$ cat src/rtl/seg_scan_ctrl.sv
// seg_scan_ctrl: four-digit seven-segment scan controller with frame-synchronous display updates (option SEG_LZB_EN)
module seg_scan_ctrl #(
  parameter int DIV   = 50000,
  parameter int GUARD = 16
) (
  input  logic       clk,
  input  logic       rst_n,
  input  logic       upd_valid,
  output logic       upd_ready,
  input  logic [7:0] data_hi,
  input  logic [7:0] data_lo,
  output logic [3:0] nib,
  input  logic [6:0] seg_in,
  output logic [6:0] seg_n,
  output logic [3:0] an_n,
  output logic       frame_done
);
  localparam int MX = DIV > GUARD ? DIV : GUARD;
  localparam int CW = $clog2(MX + 1);
  localparam logic [1:0] BLANK = 2'd0;
  localparam logic [1:0] LATCH = 2'd1;
  localparam logic [1:0] DRIVE = 2'd2;
  logic [1:0]    state;
  logic [CW-1:0] cnt;
  logic [1:0]    d;
  logic [15:0]   pend_word;
  logic [15:0]   disp_word;
  logic          pend;
  logic          take;
  logic          last;
  logic          fd_nx;
  logic          lzb;
  logic [1:0]    d_nx;
  logic [15:0]   disp_nx;
  assign upd_ready = !pend;
  assign take      = upd_valid && !pend;
  assign last      = state == DRIVE && cnt == CW'(DIV - 1);
  assign d_nx      = last ? d + 2'd1 : d;
  assign disp_nx   = (frame_done && pend) ? pend_word : disp_word;
  assign fd_nx     = d == 2'd3 && ((state == LATCH && DIV == 1) || (state == DRIVE && int'(cnt) + 2 == DIV));
`ifdef SEG_LZB_EN
  assign lzb = d == 2'd3 ? disp_word[15:12] == 4'd0 :
               d == 2'd2 ? disp_word[15:8] == 8'd0 :
               d == 2'd1 ? disp_word[15:4] == 12'd0 : 1'b0;
`else
  assign lzb = 1'b0;
`endif
  // Handshake capture, frame-boundary word swap and nibble presentation for the upcoming cycle
  always_ff @(posedge clk or negedge rst_n) begin
    if (!rst_n) begin
      pend       <= 1'b0;
      pend_word  <= '0;
      disp_word  <= '0;
      d          <= '0;
      nib        <= '0;
      frame_done <= 1'b0;
    end else begin
      if (take) begin
        pend_word <= {data_hi, data_lo};
        pend      <= 1'b1;
      end else if (frame_done) begin
        pend      <= 1'b0;
      end
      disp_word  <= disp_nx;
      d          <= d_nx;
      nib        <= disp_nx[{d_nx, 2'b00} +: 4];
      frame_done <= fd_nx;
    end
  end
  // Slot sequencer: guard blanking, segment latch, then anode drive
  always_ff @(posedge clk or negedge rst_n) begin
    if (!rst_n) begin
      state <= BLANK;
      cnt   <= '0;
      seg_n <= 7'h7F;
      an_n  <= 4'hF;
    end else if (state == BLANK) begin
      state <= cnt == CW'(GUARD - 1) ? LATCH : BLANK;
      cnt   <= cnt == CW'(GUARD - 1) ? '0 : cnt + CW'(1);
    end else if (state == LATCH) begin
      seg_n <= seg_in;
      an_n  <= lzb ? 4'hF : ~(4'b0001 << d);
      state <= DRIVE;
      cnt   <= '0;
    end else if (state == DRIVE) begin
      state <= last ? BLANK : DRIVE;
      cnt   <= last ? '0 : cnt + CW'(1);
      an_n  <= last ? 4'hF : an_n;
    end else begin
      state <= BLANK;
      cnt   <= '0;
    end
  end
endmodule

$ cat config.mk
export PLATFORM = sky130hd
export DESIGN_NAME = seg_scan_ctrl
export DESIGN_NICKNAME = d
export VERILOG_FILES = /design/src/rtl/seg_scan_ctrl.sv
export SDC_FILE = /design/constraint.sdc
export NUM_CORES = 1
export LEC_CHECK = 0
export CAP_MARGIN = 10
export CORE_MARGIN = 5
export CORE_UTILIZATION = 25
export DETAILED_ROUTE_END_ITERATION = 8
export GPL_TIMING_DRIVEN = 0
export PLACE_DENSITY = 0.38
export SETUP_SLACK_MARGIN = 0.1
export SKIP_CTS_REPAIR_TIMING = 1
export SLEW_MARGIN = 20
export SYNTH_ARGS = -nofsm -noshare
export SYNTH_HDL_FRONTEND = slang
export SYNTH_SLANG_ARGS = --single-unit
$ cat constraint.sdc
create_clock -name clk -period 6.15 [get_ports clk]
set_clock_uncertainty 0.15 [all_clocks]
set_input_delay 0.615 -clock clk [delete_from_list [all_inputs] [get_ports clk]]
set_output_delay 0.615 -clock clk [all_outputs]
set_load 0.01 [all_outputs]
==> results.toml <==
[synthesis]
ys_seq_area_frac = 0.503
synth-seq-cells = 69
syn_inst = 299
synth_area_um2 = 3460
synth.most_common_cell = "dfrtp_1"
async_flop_share = 1.00
syn_nets = 335
ys_types = 42
synthFlopType = "dfrtp_1"
yosys_warnings = 0
ys_top_cells_by_area = "dfrtp_1 (42%), mux2_2 (12%), dfstp_2 (8.4%), mux2i_1 (4.6%), ha_1 (3.6%)"
yosysTopAreaCellShare = 0.420
yosys-top-cells-count = "dfrtp_1 (58), mux2_2 (36), nor2_1 (33)"
avgSynthCellArea_um2 = 11.6
synth_top_area_cell = "dfrtp_1"
synth_edf_count = 0

[worst_setup_path]
crit-reg2reg-launch = "d[1]"
critPathCaptureType = "flip-flop"
required_ns = 6.19
slowest_stage = "buf_1"
cp_max_fo = 9
cp.arrival_ns = 3.11
setup.reg_to_reg.worst_slack_ns = 3.08
critPathKind = "flip-flop to flip-flop"
max_stage_delay_ns = 0.47
path_cells = "clkbuf_1, inv_1, ha_1, buf_1, mux2_2, mux4_2"
worst_setup_path_start_kind = "flip-flop"
timing.rr.end = "nib[1]"
reg2reg_depth = 6

[global_route]
grt_pass1_vias = 2446
grt_first_pass_wirelength_mm = 13.0
grt_max_degree = 44
grt_antenna_before_repair = 0
grt.total_usage = 0.101
overflow = 0

[placement]
dpl.hpwl_mm = 5.49
place_area_um2 = 4130
io_buffers = 42
dp_cells = 522
pre_cts_ws_ns = 3.07
globalplace.congestion = 0.803

[die]
num_rows = 43
fp.dieH_um = 128
die_area_um2 = 16300
ioPinCount = 43
coreArea_um2 = 13700
die_x_um = 128
initial_core_util = 0.252

[route]
vias = 2352
drc = 0
postRouteAntennaNets = 0
first_iter_violations = 97
wl_mm = 7.74
first_pass_iters = 4
wl_per_cell_um = 14.4
vias_per_cell = 4.37

[cts]
htree_levels = 3
clk_pin_slew_ns = 0.06
insertion_delay_ns = 0.33
clock-sinks = 69
root_buffer = "clkbuf_16"
cts.path.max_buffers = 2
cts_tree = "done"
numCtsBuffers = 9

[sta]
finalCriticalPeriod_ns = 3.07
fmax_mhz = 326
max-slew-margin-rel = 0.586
rsz0062_at_grt = "false"
fin_setup_tns_ns = 0
hold_violations = 0
worst_slack_ns = 3.08
fin_crit_sh = 0.499
slew_viol_final = 0
setup_viol = 0
worst_pin_slew_ns = 0.621

[final_layout]
synthToLayoutAreaGrowth_pct = 28.9
final_layout_size_suffix_gt1_frac = 0.226
fin_nets = 389
fin_cells = 538
antennaDiodeCount = 0
stdcell_area_um2 = 4460

[hold_path]
hp-class = "input port to asynchronous set/reset pin"

[power]
power_density_nw_per_um2 = 248
power.leakage_nw = 2.03
peakVddDrop_v = 0.000127

[run]
drv_cap = 0

[run_status]
outcome = "finished clean"
==> power by group <==
group	switching [mW]	internal [mW]	total, mW
logic	0.0166	0.0311	0.0476
registers	0.00886	0.472	0.481
clock network	0.198	0.378	0.576
total	0.223	0.882	1.11
==> metal layers <==
layer  up-vias  track usage  wire [um]
met5         -            0          0
li1       1144            -          -
met1      1144        0.128       3480
met3        16       0.0347        399
met2        48        0.163       3710
met4         0       0.0312        150
==> worst max path at each step <==
| stage | startpoint | endpoint | cells past startpoint |
|---|---|---|---|
| 2_1_floorplan | d[1] | nib[0] | 6 |
| 3_3_place_gp | rst_n | cnt[3] | 1 |
| 3_5_place_dp | d[1] | nib[1] | 6 |
| 4_1_cts | d[1] | nib[1] | 6 |
| 5_1_grt | d[1] | nib[1] | 6 |
| 6_report | d[1] | nib[1] | 6 |
==> through the flow <==
step / power (mW) / utilization / hold slack [ns]
6_report: 1.11 / 0.325 / 0.0518
5_1_grt: 1.15 / 0.325 / 0.0701
4_1_cts: 1.13 / 0.325 / 0.0616
3_5_place_dp: 0.538 / 0.301 / 0.347
3_3_place_gp: 0.536 / 0.299 / 0.342
2_1_floorplan: 0.501 / - / 0.169
==> layout make-up <==
class / count / area, um2
buffer: 19 / 91.3
timing repair buffer: 43 / 445
sequential: 69 / 1740
tap: 180 / 225
clock buffer: 13 / 260
multi-input combinational: 193 / 1560
fill: 1387 / 9260
clock inverter: 3 / 68.8
inverter: 18 / 67.6
==> registers in the layout (all words and copies together) (netlist names) <==
name        count
cnt            16
disp_word      16
pend_word      16
seg_n           7
an_n            4
nib             4
d               2
state           2
frame_done      1
pend            1
==> worst max-delay path, delay by kind of cell, from the launching register on <==
family	cells	cell delay [ns]
multiplexers	2	0.87
adder cells (fa/ha/maj)	1	0.35
flip-flops	1	0.37
buffers and inverters	3	1.20
==> cells in the final DEF (no fill, tap or decap), types with 9 or more instances in the layout <==
cell             instances
mux2_2                  36
dfstp_2                 11
inv_1                   17
nor3_1                  13
clkbuf_1                10
dfrtp_1                 58
clkdlybuf4s50_1         41
mux2i_1                 16
xnor2_1                 10
ha_1                    10
nand3_1                  9
xor2_1                   9
nand2_1                  9
clkbuf_16                9
nor2_1                  33
==> kinds of logic (layout without fill, tap and decap cells) <==
| group | after synthesis | after routing | synth area share |
|---|---|---|---|
| AOI/OAI and AO/OA | 19 | 19 | 0.0459 |
| and+or+nand+nor | 89 | 89 | 0.131 |
| muxes | 56 | 56 | 0.190 |
| xor gates and xnor gates | 19 | 19 | 0.0481 |
| buffers and inverters | 37 | 96 | 0.0459 |
| DFF | 69 | 69 | 0.503 |
| adders and majority gates | 10 | 10 | 0.0362 |
Note: power is estimated with default switching activity, not from simulation.
